## config.mk

```make
export PLATFORM = sky130hd
export DESIGN_NAME = channel_ctrl
export DESIGN_NICKNAME = d
export VERILOG_FILES = /design/src/rtl/channel_ctrl.sv
export SDC_FILE = /design/constraint.sdc
export NUM_CORES = 1
export LEC_CHECK = 0
export ABC_AREA = 1
export BUFFER_PORTS_ARGS = -buffer_cell sky130_fd_sc_hd__buf_2
export CAP_MARGIN = 20
export CORE_MARGIN = 2
export CORE_UTILIZATION = 50
export CTS_CLUSTER_DIAMETER = 50
export CTS_CLUSTER_SIZE = 28
export DETAILED_ROUTE_END_ITERATION = 10
export GPL_TIMING_DRIVEN = 0
export PLACE_DENSITY = 0.79
export SYNTH_ARGS = -nofsm -noshare
export SYNTH_HDL_FRONTEND = slang
export SYNTH_SLANG_ARGS = --single-unit
```

## constraint.sdc

```tcl
create_clock -name clk -period 1 [get_ports clk]
set_input_delay 0.1 -clock clk [delete_from_list [all_inputs] [get_ports clk]]
set_output_delay 0.1 -clock clk [all_outputs]
set_load 0.03 [all_outputs]
```

## src/rtl/channel_ctrl.sv

```systemverilog
// channel_ctrl: two-channel up/down command dispatcher. A synchronised request edge issues one fixed-width pulse on one of four outputs.
module channel_ctrl #(
  parameter int PULSE_CYCLES = 16,
  parameter int SYNC_STAGES  = 2
) (
  input  logic clk,
  input  logic Reset,
  input  logic Ch1,
  input  logic Ch2,
  input  logic request,
  input  logic Up,
  input  logic Down,
  output logic Ch1_up,
  output logic Ch2_up,
  output logic Ch2_down,
  output logic Ch1_down
);
  localparam int CW = $clog2(PULSE_CYCLES + 1);
  localparam int SW = $clog2(SYNC_STAGES + 1);
  typedef enum logic [1:0] {IDLE, ACTIVE, HOLD} state_t;
  state_t state_q, state_d;
  logic [SYNC_STAGES-1:0][4:0] sync_q;
  logic [SW-1:0] settle_q;
  logic req_d_q, settled, req_edge, valid;
  logic ch1_s, ch2_s, up_s, down_s, req_s;
  logic [CW-1:0] cnt_q, cnt_d;
  logic [3:0] cmd_q, cmd_d, cmd_dec, out_q, out_d;
  assign {req_s, down_s, up_s, ch2_s, ch1_s} = sync_q[SYNC_STAGES-1];
  assign settled  = settle_q == SW'(SYNC_STAGES);
  assign req_edge = req_s & ~req_d_q;
  assign valid    = (ch1_s ^ ch2_s) & (up_s ^ down_s);
  assign cmd_dec  = {ch2_s & down_s, ch2_s & up_s, ch1_s & down_s, ch1_s & up_s};
  // Until the chain has refilled after reset, the edge flop is held high so a request held across release is not seen as a new edge.
  always_ff @(posedge clk or posedge Reset) begin
    if (Reset) begin
      sync_q   <= '0;
      settle_q <= '0;
      req_d_q  <= 1'b0;
    end else begin
      sync_q   <= {sync_q[SYNC_STAGES-2:0], {request, Down, Up, Ch2, Ch1}};
      settle_q <= settled ? settle_q : settle_q + 1'b1;
      req_d_q  <= settled ? req_s : 1'b1;
    end
  end
  always_ff @(posedge clk or posedge Reset) begin
    if (Reset) begin
      state_q <= IDLE;
      cnt_q   <= '0;
      cmd_q   <= '0;
      out_q   <= '0;
    end else begin
      state_q <= state_d;
      cnt_q   <= cnt_d;
      cmd_q   <= cmd_d;
      out_q   <= out_d;
    end
  end
  always_comb begin
    state_d = state_q;
    cnt_d   = cnt_q;
    cmd_d   = cmd_q;
    case (state_q)
      IDLE: if (req_edge && valid) begin
        state_d = ACTIVE;
        cnt_d   = CW'(PULSE_CYCLES);
        cmd_d   = cmd_dec;
      end
      ACTIVE: begin
        state_d = (cnt_q == CW'(1)) ? HOLD : ACTIVE;
        cnt_d   = cnt_q - 1'b1;
      end
      HOLD:    state_d = req_s ? HOLD : IDLE;
      default: state_d = IDLE;
    endcase
  end
  always_comb out_d = (state_q == ACTIVE) ? cmd_q : 4'b0;
  assign {Ch2_down, Ch2_up, Ch1_down, Ch1_up} = out_q;
endmodule

```

# Word-level counts from Yosys, hierarchy flattened
# Cells that the tools add are included.
# W data, S select, Z words.
dict set report word_totals {
  elab_cells 37
  register_bits 28
  out_inout_bits 4
  input_bits 7
}
dict set report classes {
  n_mux 8
  reduce_logical 5
  n_eq_ne 5
  bitwise_logic 9
  addsub 2
}
# cell count
set op_table {}
lappend op_table {{$pmux W5 S2} 1}
lappend op_table {{$and A1 B1 Y1} 6}
lappend op_table {{$mux W2} 3}
lappend op_table {{$pmux W2 S3} 1}
lappend op_table {{$eq A5 B1 Y1 const B} 1}
lappend op_table {{$mux W5} 1}
lappend op_table {{$sub A5 B1 Y5 const B} 1}
lappend op_table {{$eq A2 B2 Y1 const B} 2}
lappend op_table {{$mux W4} 1}
lappend op_table {{$reduce_and A2 Y1} 2}
lappend op_table {{$add A2 B1 Y2 const B} 1}
lappend op_table {{$eq A2 B1 Y1 const B} 1}
lappend op_table {{$logic_not A2 Y1} 1}
lappend op_table {{$ne A2 B2 Y1 const B} 1}
lappend op_table {{$reduce_bool A2 Y1} 1}
lappend op_table {{$xor A1 B1 Y1} 2}
lappend op_table {{$logic_and A1 B1 Y1} 1}
lappend op_table {{$mux W1} 1}
lappend op_table {{$not A1 Y1} 1}

# Logic depth before layout (Yosys ltp)
# Gate-level depths: netlist of the first run.
dict set report logic_depth {
  word_depth 5
  depth_mapped 7
  ltp_nobuf 6
}

# Worst setup path after synthesis of the first run
# Ideal clock, no wire load.
dict set report synth_timing {
  path_type {register to register}
  from {register sync_q[7] (netlist name)}
  to {register cnt_q[3]}
  setup_ns 0.121
  required_time_ns 0.879
  path_slack_ns -0.070
  arrival_ns 0.949
  path_stages_with_launch 8
  path_buffers 1
  period_less_slack_ns 1.070
  cell_sequence {dfrtp_1 -> nand2_1 -> nand2_1 -> nor2_1 -> nand3_2 -> buf_6 -> nand3_1 -> nand2_1}
}
dict set report synth_via {
  elab_chain_cells 5
}
# element line_no
set synth_rtl {}
lappend synth_rtl {{start, declared} 22} ;# logic [SYNC_STAGES-1:0][4:0] sync_q;
lappend synth_rtl {{start signal, assigned} 40} ;# sync_q <= {sync_q[SYNC_STAGES-2:0], {request, Down, Up, Ch2, Ch1}};
lappend synth_rtl {{$xor A1 B1 Y1} 31} ;# assign valid = (ch1_s ^ ch2_s) & (up_s ^ down_s);
lappend synth_rtl {{$and A1 B1 Y1} 31}
lappend synth_rtl {{$logic_and A1 B1 Y1} 63} ;# IDLE: if (req_edge && valid) begin
lappend synth_rtl {{$ne A2 B2 Y1 (no line)} --}
lappend synth_rtl {{$reduce_and A2 Y1 (no line)} --}
lappend synth_rtl {{end signal, assigned} 53} ;# cnt_q <= cnt_d;
lappend synth_rtl {{end, declared} 26} ;# logic [CW-1:0] cnt_q, cnt_d;
# No other way between the ends.
# A chain may end at the register's enable or synchronous reset.

# Final worst setup path of the first run
dict set report layout_timing {
  from {register sync_q (netlist bit ch1_s)}
  to {register cnt_q[3]}
}
# Same word-level chain as after synthesis.

==> metrics.yaml, run 1 <==
status:
  status: "finished, violations left"
  violations: "setup timing"
cells_and_area:
  final_core_util: 0.7150
  fillers: 140
  area_growth_syn_to_layout_pct: 31.80
  nets: 143
  layout-drive-gt1-share: 0.3664
  multi_input_area_um2: 399.1
  seq_area_um2: 701.9
  diodes: 0
route:
  routed_wl_um: 1929
  drt_iter0_drc: 20
  routed_via_density: 4.956
  wire_per_inst_um: 12.21
  drtPass1Iterations: 4
  drc: 0
  vias: 783
  ant_nets: 0
synth:
  synthDistinctLibCells: 17
  yosysMostFrequentCell: "dfrtp_1"
  synth_area_leader_cell: "dfrtp_1"
  synth_area_mm2: 0.001086
  synth_fp_nets: 115
  netlist.area_leader.share: 0.6452
  yosysWarningCount: 0
  synth_edf_count: 0
  seq_area_frac_synth: 0.6452
  syn_avg_cell_area_um2: 10.34
  yosys-top-cells-area: "dfrtp_1, nand2_1, inv_1, nand3_1, ha_1"
  synthFlopType: "dfrtp_1"
  synth_common_cells: "dfrtp_1, nand2_1, inv_1, nor2_1, nand3_1"
  ys_ff_latch: 28
  ys_async_sr_fraction: 1.000
  synthCells: 105
setup_path:
  r2r_end: "cnt_q[3]"
  worstPathMaxFanout: 5
  startpoint: "ch1_s"
  worstPathRequired_ns: 1.23
  rr_worst_depth: 7
  r2r_start: "ch1_s"
  cp.arrival_ns: 1.38
  ff2ff_setup_slack_ns: -0.15
  crit_type: "flop to flop"
  crit_path_start_kind: "flop"
  setup.worst_path.end_class: "flop"
die:
  pin_count: 11
  rows: 16
  chipWidth_um: 50.61
  die_area_mm2: 0.002561
  dieHeight_um: 50.61
  start_util: 0.5425
  core_area_mm2: 0.002002
place:
  gp_congestion: 0.7314
  place_hpwl_um: 1114
  io_buffer_count: 10
  pre_cts_slack_ns: -0.1778
timing:
  slew_headroom: 0.8277
  hold_ws_ns: 0.2165
  rsz0062_at_grt: "true"
  finalSetupViolations: 10
  hold_viol: 0
  finalCritPeriodShare: 1.151
  fin_skew_ns: 0.007369
  slew_viol_final: 0
  worst_slew_pin_slew_ns: 0.2582
  fin_ws_ns: -0.1509
  fmax_mhz: 868.9
  finalCriticalPeriod_ns: 1.151
min_path:
  hp-class: "input port to async pin"
global_routing:
  grt_use_total: 0.1612
  gr-total-overflow: 0
  grt_antenna_before_repair: 0
  grt_pass1_wl_um: 3022
  grt_max_degree: 29
  grt_pass1_vias: 762
cts:
  cts_tree: "yes"
  clk_pin_slew_ns: 0.14
  cts_htree_levels: 1
  clock-sinks: 28
  cts-root-buf: "clkbuf_4"
  insertion_delay_ns: 0.32
  cts_made_buffers: 3
  clk_path_buf_depth: 2
flow_run:
  cap_viol_max_count: 0
pwr:
  p_leak_uw: 0.0007190
  peakVddDrop_v: 0.001216
  power_per_cell_area_mw_per_mm2: 2242
==> where the power goes <==
group,internal (uW),switching (uW)
clock,141,306
combinational,462,712
sequential,1390,198
total,1990,1220
==> layer usage <==
metal	wire [um]	track usage
met2	1047	0.3092
met4	40	0.06757
met1	778	0.1657
met3	63	0.03571
met5	0	0
==> registers in the layout, indices dropped and copies added (netlist names) <==
name      count
ch1_s         1
state_q       2
sync_q        6
req_d_q       1
cnt_q         5
down_s        1
req_s         1
settle_q      2
ch2_s         1
out_q         4
cmd_q         4
==> timing repair <==
item | 4_1_cts | 5_1_grt
endpoints found under the hold margin | 5 | 28
gates cloned | 1 | 0
pin swaps | 0 | 5
resized for setup | 3 | 28
endpoints found under the setup margin | 10 | 15
buffers inserted | 4 | 1
hold buffers | 5 | 1
==> layout make-up <==
cell class	count	share of cell area
Buffer	1	0.007867
Clock buffer	3	0.01573
Inverter	17	0.04458
Multi-Input combinational cell	59	0.2788
Sequential cell	28	0.4904
Tap cell	27	0.02360
Timing Repair Buffer	23	0.1390
==> worst max-delay path by stage <==
stage | slack (ns) | end | cells after the start
6_report | -0.15 | cnt_q[3] | 7
5_1_grt | -0.25 | cnt_q[0] | 7
4_1_cts | -0.15 | cmd_q[1] | 7
3_5_place_dp | -0.18 | cnt_q[0] | 7
3_3_place_gp | -0.14 | cnt_q[1] | 7
2_1_floorplan | -0.07 | cnt_q[3] | 7
==> per-stage QoR <==
| stage | setup TNS, ns | power, uW | cell area [um^2] | instances |
|---|---|---|---|---|
| 5_1_grt | -2.200 | 3428 | 1431 | 158 |
| 2_1_floorplan | -0.3128 | 2237 | 1089 | 105 |
| 6_report | -1.274 | 3209 | 1431 | 158 |
| 3_3_place_gp | -0.9498 | 2388 | 1172 | 142 |
| 3_5_place_dp | -2.339 | 2446 | 1172 | 142 |
| 4_1_cts | -1.304 | 2953 | 1295 | 155 |
==> worst max-delay path, stage by stage, from the launching register on <==
cell,delay [ns]
dfrtp_1,0.43
nand2_1,0.07
nand2_1,0.06
nor2_2,0.12
nand3_4,0.12
buf_6,0.16
nand3_2,0.05
nand2_1,0.05
==> placed cells by master (no fill, tap or decap) <==
| cell | instances |
|---|---|
| o21ai_0 | 2 |
| xnor2_2 | 1 |
| dfrtp_2 | 1 |
| nor2_2 | 4 |
| o21ai_2 | 5 |
| dlygate4sd3_1 | 6 |
| nand2_1 | 20 |
| nand3_4 | 1 |
| nand2_4 | 1 |
| buf_4 | 5 |
| buf_2 | 8 |
| buf_16 | 1 |
| nand2_2 | 2 |
| inv_2 | 4 |
| nor2_4 | 1 |
| inv_1 | 13 |
| ha_4 | 2 |
| nand4_1 | 1 |
| ha_1 | 1 |
| nand3_2 | 5 |
| nand3_1 | 3 |
| dfrtp_1 | 27 |
| clkbuf_4 | 3 |
| o21ai_1 | 1 |
| or2_1 | 1 |
| nor2_1 | 7 |
| a21oi_1 | 1 |
| buf_6 | 4 |
==> kinds of logic (layout without fill, tap and decap cells) <==
family | Yosys count | count (layout) | synth area share
flops | 28 | 28 | 0.6452
fa+ha+maj | 3 | 3 | 0.03457
simple gates | 46 | 46 | 0.1878
xor+xnor | 1 | 1 | 0.008066
buf+inv | 18 | 44 | 0.06912
compound gates | 9 | 9 | 0.05529
Note: power is estimated with default switching activity, not from simulation.
==> run 2: changes to the inputs <==
--- a/config.mk
+++ b/config.mk
@@ -5,16 +5,15 @@
 export SDC_FILE = /design/constraint.sdc
 export NUM_CORES = 1
 export LEC_CHECK = 0
-export ABC_AREA = 1
 export BUFFER_PORTS_ARGS = -buffer_cell sky130_fd_sc_hd__buf_2
 export CAP_MARGIN = 20
 export CORE_MARGIN = 2
 export CORE_UTILIZATION = 50
 export CTS_CLUSTER_DIAMETER = 50
-export CTS_CLUSTER_SIZE = 28
 export DETAILED_ROUTE_END_ITERATION = 10
 export GPL_TIMING_DRIVEN = 0
 export PLACE_DENSITY = 0.79
+export SKIP_LAST_GASP = 1
 export SYNTH_ARGS = -nofsm -noshare
 export SYNTH_HDL_FRONTEND = slang
 export SYNTH_SLANG_ARGS = --single-unit
==> metrics.yaml, run 2 <==
timing:
  fin_skew_ns: 0.001148  # -0.006222 ns
  finalSetupViolations: 15  # +5
  fmax_mhz: 571.2  # -34%
  hold_viol: 0  # unchanged
  rsz0062_at_grt: "true"
  finalCriticalPeriod_ns: 1.751  # +0.5997 ns
  slew_viol_final: 0  # unchanged
  hold_ws_ns: 0.1969  # -0.01960 ns
  fin_ws_ns: -0.7506  # -0.5997 ns
  finalCritPeriodShare: 1.751  # +0.5997
  worst_slew_pin_slew_ns: 0.5380  # +0.2798 ns
  slew_headroom: 0.6363  # -0.1914
synth:
  yosysMostFrequentCell: "dfrtp_1"
  ys_ff_latch: 28  # unchanged
  netlist.area_leader.share: 0.6229  # -0.02225
  synth_area_leader_cell: "dfrtp_1"
  synth_fp_nets: 102  # -11%
  ys_async_sr_fraction: 1.000  # unchanged
  yosys-top-cells-area: "dfrtp_1, ha_1, inv_1, nand2_1, xnor2_1"
  synthCells: 92  # -12%
  synth_common_cells: "dfrtp_1, inv_1, nand2_1, and2_1"
  seq_area_frac_synth: 0.6229  # -0.02225
  synth_area_mm2: 0.001125  # +3.6%
  synthDistinctLibCells: 31  # +14
  syn_avg_cell_area_um2: 12.23  # +18%
  synth_edf_count: 0  # unchanged
  synthFlopType: "dfrtp_1"
  yosysWarningCount: 0  # unchanged
pwr:
  power_per_cell_area_mw_per_mm2: 2424  # +8.1%
  finalPower_uw: 3639  # +13%
  peakVddDrop_v: 0.001483  # +22%
  p_leak_uw: 0.0006899  # -4.0%
setup_path:
  cp.arrival_ns: 1.97  # +0.59 ns
  worstPathMaxFanout: 6  # +1
  crit_type: "flop to flop"
  ff2ff_setup_slack_ns: -0.75  # -0.60 ns
  startpoint: "req_d_q"
  crit_path_start_kind: "flop"
  worstPathRequired_ns: 1.22  # about the same
  setup.worst_path.end_class: "flop"
  r2r_start: "req_d_q"
die:
  rows: 17  # +1
  core_area_mm2: 0.002170  # +8.4%
  start_util: 0.5185  # -0.02405
  dieHeight_um: 51.43  # +1.6%
  chipWidth_um: 51.43  # +1.6%
  die_area_mm2: 0.002645  # +3.3%
  pin_count: 11  # unchanged
cts:
  clk_path_buf_depth: 2  # unchanged
  cts-root-buf: "clkbuf_4"
  cts_tree: "yes"
  cts_htree_levels: 1  # unchanged
  clock-sinks: 28  # unchanged
  insertion_delay_ns: 0.32  # about the same
  cts_made_buffers: 3  # unchanged
  clk_pin_slew_ns: 0.14  # about the same
cells_and_area:
  fin_cells: 149  # -5.7%
  fillers: 157  # +12%
  mostFrequentLayoutCell: "dfrtp_1"
  seq_area_um2: 700.7  # -0.18%
  final_cell_mix: "dfrtp_1, nand2_1, buf_6"
  regMostFlops: "sync_q"
  multi_input_area_um2: 437.9  # +9.7%
  diodes: 0  # unchanged
  nets: 132  # -7.7%
  layout-drive-gt1-share: 0.2975  # -0.06889
  area_growth_syn_to_layout_pct: 33.48
  final_area_mm2: 0.001501  # +4.9%
  largest_reg_flops: 6  # unchanged
  reg_top3: "sync_q x6, cnt_q x5"
status:
  status: "finished, violations left"
  violations: "setup timing"
global_routing:
  gr-total-overflow: 0  # unchanged
  grt_max_degree: 29  # unchanged
  grt_pass1_wl_um: 3249  # +7.5%
  grt_use_total: 0.1724  # +0.01121
  grt_pass1_vias: 781  # +2.5%
  grt_antenna_before_repair: 0  # unchanged
place:
  pre_cts_slack_ns: -0.7401  # -0.5623 ns
  numPlacedInstances: 130  # -8.5%
  gp_congestion: 0.8004  # +9.4%
  place_hpwl_um: 1217  # +9.2%
  place_area_mm2: 0.001222  # +4.3%
  io_buffer_count: 10  # unchanged
route:
  ant_nets: 0  # unchanged
  routed_wl_um: 2070  # +7.3%
  drt_iter0_drc: 11  # -45%
  drtPass1Iterations: 4  # unchanged
  vias: 819  # +4.6%
  wire_per_inst_um: 13.89  # +14%
  routed_via_density: 5.497  # +11%
  drc: 0  # unchanged
flow_run:
  cap_viol_max_count: 0  # unchanged
min_path:
  hp-class: "input port to async pin"
-- run 2: cell types whose count changed in the layout (fill, tap and decap cells not counted), moves of 3 or more --
cell and change:
xnor2_1 +3, or3_1 +3, inv_1 -7, buf_6 +3, and2_4 +3, nand3_2 -4
o21ai_2 -5, nand2_1 -13, nor2_1 -5, nor2_2 -4, inv_2 -3
-- run 2: layer usage --
| metal | GRT usage | part of all wire | vias up |
|---|---|---|---|
| met2 | 0.3077 | 0.56 | 19 |
| li1 | - | - | 381 |
| met4 | 0.1009 | 0.017 | 0 |
| met5 | 0 | 0 | - |
| met1 | 0.1845 | 0.39 | 413 |
| met3 | 0.03801 | 0.029 | 6 |
-- run 2: final timing paths --
path / endpoint / cells after the start
min in group clk: sync_q[7] / 0
setup / recovery: cmd_q[3] / 4
max in group asynchronous: cnt_q[4] / 4
hold reg to reg: sync_q[7] / 0
setup reg to reg: cmd_q[3] / 4
hold / removal: sync_q[2] / 3
-- run 2: what timing repair did --
action | in CTS | in global routing
pin swaps | 5 | 6
hold buffers | 5 | 1
gates resized for setup | 6 | 21
buffers inserted | 5 | 3
endpoints found under the hold margin | 5 | 28
setup endpoints to repair | 11 | 20
-- run 2: area by class of cell --
class                      instances  share of cell area
inverter                           7             0.01750
sequential                        28              0.4667
multi-input combinational         54              0.2917
tap                               28             0.02333
buffer                             3             0.01250
clock inverter                     1             0.02000
clock buffer                       3             0.01500
timing repair buffer              25              0.1533
-- run 2: logic make-up after synthesis --
kind of cell,Yosys count,share of synthesized area
simple gates,32,0.1702
mux,1,0.008899
compound gates,14,0.09902
fa+ha+maj,3,0.03337
buf+inv,10,0.03449
flops,28,0.6229
xor+xnor,4,0.03115
-- run 2: metrics by stage --
step,TNS [ns],util
final,-7.398,0.6920
after global routing,-7.950,0.6920
after CTS,-6.313,0.6407
after detailed placement,-7.563,0.5634
after global placement,-6.584,0.5634
after floorplan,-5.568,-
-- run 2: critical path: stages, from the launching register on --
cell and delay, ns:
dfrtp_1 0.41, or4b_1 0.53, buf_6 0.14, or3_4 0.33, a22o_1 0.23
-- run 2: where the power goes --
group | leakage, uW | switching (uW) | internal, uW
registers | 0.000330 | 245 | 1400
clock network | 0.0000279 | 308 | 405
logic | 0.000332 | 604 | 677
==> run 3: changes to the inputs <==
==> constraint.sdc (replaced) <==
create_clock -name clk -period 1.45 [get_ports clk]
set_input_delay 0.145 -clock clk [delete_from_list [all_inputs] [get_ports clk]]
set_output_delay 0.145 -clock clk [all_outputs]
set_load 0.03 [all_outputs]
==> metrics.yaml, run 3 (same netlist as run 2, synthesis figures left out) <==
route:
  wire_per_inst_um: 13.42  # -3.4%
  vias: 761  # -7.1%
  routed_wl_um: 1919  # -7.3%
  drtPass1Iterations: 4  # unchanged
  drc: 0  # unchanged
  drt_iter0_drc: 11  # unchanged
  ant_nets: 0  # unchanged
  routed_via_density: 5.322  # -3.2%
timing:
  rsz0062_at_grt: "true"
  fin_ws_ns: -0.2066  # +0.5440 ns
  slew_viol_final: 0  # unchanged
  slew_headroom: 0.6716  # +0.03533
  finalCriticalPeriod_ns: 1.657  # -0.09398 ns
  finalSetupViolations: 10  # -5
  fmax_mhz: 603.6  # +5.7%
  hold_viol: 0  # unchanged
  worst_slew_pin_slew_ns: 0.4921  # -0.04596 ns
  fin_skew_ns: 0.001375  # +0.0002275 ns
  finalCritPeriodShare: 1.142  # -0.6081
place:
  gp_congestion: 0.7790  # -2.7%
  place_area_mm2: 0.001216  # -0.51%
  place_hpwl_um: 1312  # +7.8%
  io_buffer_count: 10  # unchanged
die:
  chipWidth_um: 51.43  # unchanged
  pin_count: 11  # unchanged
  rows: 17  # unchanged
  die_area_mm2: 0.002645  # unchanged
  start_util: 0.5185  # unchanged
  dieHeight_um: 51.43  # unchanged
  core_area_mm2: 0.002170  # unchanged
global_routing:
  gr-total-overflow: 0  # unchanged
  grt_max_degree: 29  # unchanged
  grt_antenna_before_repair: 0  # unchanged
  grt_pass1_vias: 800  # +2.4%
  grt_pass1_wl_um: 3346  # +3.0%
  grt_use_total: 0.1716  # -0.0008421
flow_run:
  cap_viol_max_count: 0  # unchanged
cells_and_area:
  diodes: 0  # unchanged
  nets: 126  # -4.5%
  largest_reg_flops: 6  # unchanged
  fillers: 179  # +14%
  area_growth_syn_to_layout_pct: 21.69
  layout-drive-gt1-share: 0.2087  # -0.08883
  final_cell_mix: "dfrtp_1, buf_2, nand2_1, inv_1, dlygate4sd3_1"
  regMostFlops: "sync_q"
  mostFrequentLayoutCell: "dfrtp_1"
  reg_top3: "sync_q x6, cnt_q x5"
  final_area_mm2: 0.001369  # -8.8%
pwr:
  power_per_cell_area_mw_per_mm2: 1550  # -36%
  p_leak_uw: 0.0006338  # -8.1%
  finalPower_uw: 2122  # -42%
  peakVddDrop_v: 0.0009741  # -34%
setup_path:
  r2r_end: "cmd_q[3]"
  crit_chain: "or4b_4 > or3_4 > a22o_1"
  ff2ff_setup_slack_ns: -0.21  # +0.54 ns
  cp.arrival_ns: 1.88  # -0.09 ns
  crit_slowest_cell: "or4b_4"
  r2r_start: "req_d_q"
  setup.worst_path.end_class: "flop"
  worstPathRequired_ns: 1.67  # +0.45 ns
  crit_type: "flop to flop"
  rr_worst_depth: 3  # -1
  worstPathMaxFanout: 7  # +1
  max_stage_delay_ns: 0.59  # +0.06 ns
  crit_path_start_kind: "flop"
cts:
  clock-sinks: 28  # unchanged
  insertion_delay_ns: 0.31  # about the same
  cts_made_buffers: 3  # unchanged
  cts-root-buf: "clkbuf_4"
  cts_tree: "yes"
  clk_pin_slew_ns: 0.14  # about the same
  cts_htree_levels: 1  # unchanged
  clk_path_buf_depth: 2  # unchanged
status:
  status: "finished, violations left"
  violations: "setup timing"
min_path:
  hp-class: "input port to async pin"
run 3: worst max-delay path: cells and delay by family, from the launching register on:
family           cells  cell delay (ns)
flip-flops           1             0.41
AND/OR/NAND/NOR      2             0.95
AO/OA/AOI/OAI        1             0.21
run 3: worst max-delay path by stage:
stage               start  cells past startpoint  endpoint
4_1_cts           req_d_q                      3  cmd_q[3]
2_1_floorplan  state_q[0]                      4  cmd_q[3]
5_1_grt           req_d_q                      3  cmd_q[3]
6_report          req_d_q                      3  cmd_q[3]
3_3_place_gp   state_q[0]                      4  cmd_q[3]
3_5_place_dp   state_q[0]                      4  cnt_q[0]
run 3: stage by stage:
stage	setup WS, ns	instances	hold WS, ns	TNS, ns	utilization
final	-0.2066	143	0.3682	-0.9068	0.6309
after CTS	-0.2071	139	0.06621	-1.221	0.6003
after detailed placement	-0.3087	130	0.2551	-2.236	0.5606
after floorplan	-0.2352	92	0.1764	-1.068	-
after global routing	-0.2503	143	0.3882	-1.437	0.6309
after global placement	-0.2777	130	0.2539	-1.933	0.5606
run 3: timing repair:
action | 4_1_cts | 5_1_grt
hold buffers | 5 | 1
endpoints found under the hold margin | 5 | 10
resized for setup | 1 | 5
endpoints found under the setup margin | 10 | 10
buffers inserted | 1 | 2
pin swaps | 1 | 1
run 3: final cells by class:
cell class                 instances  area (um^2)  share of cell area
buffer                             2        8.758            0.006399
clock buffer                       4        36.28             0.02651
sequential                        28        701.9              0.5128
timing repair buffer              20        160.2              0.1170
tap                               28        35.03             0.02559
multi-input combinational         54        400.4              0.2925
inverter                           7        26.28             0.01920
run 3: where the power goes:
part           switching [uW]  total [uW]  leakage (uW)  internal [uW]
logic                     366         661      0.000285            295
registers                 128        1090      0.000328            965
clock network             214         367     0.0000210            153
total                     708        2120      0.000634           1410
run 3: metal layers:
layer  vias up  wire length (um)  part of all wire  global-route usage
li1        369                 -                 -                   -
met1       375               859              0.45              0.2108
met2        15               996              0.52              0.3013
met3         2                46             0.024             0.03509
met4         0                17            0.0089             0.05263
met5         -                 0                 0                   0
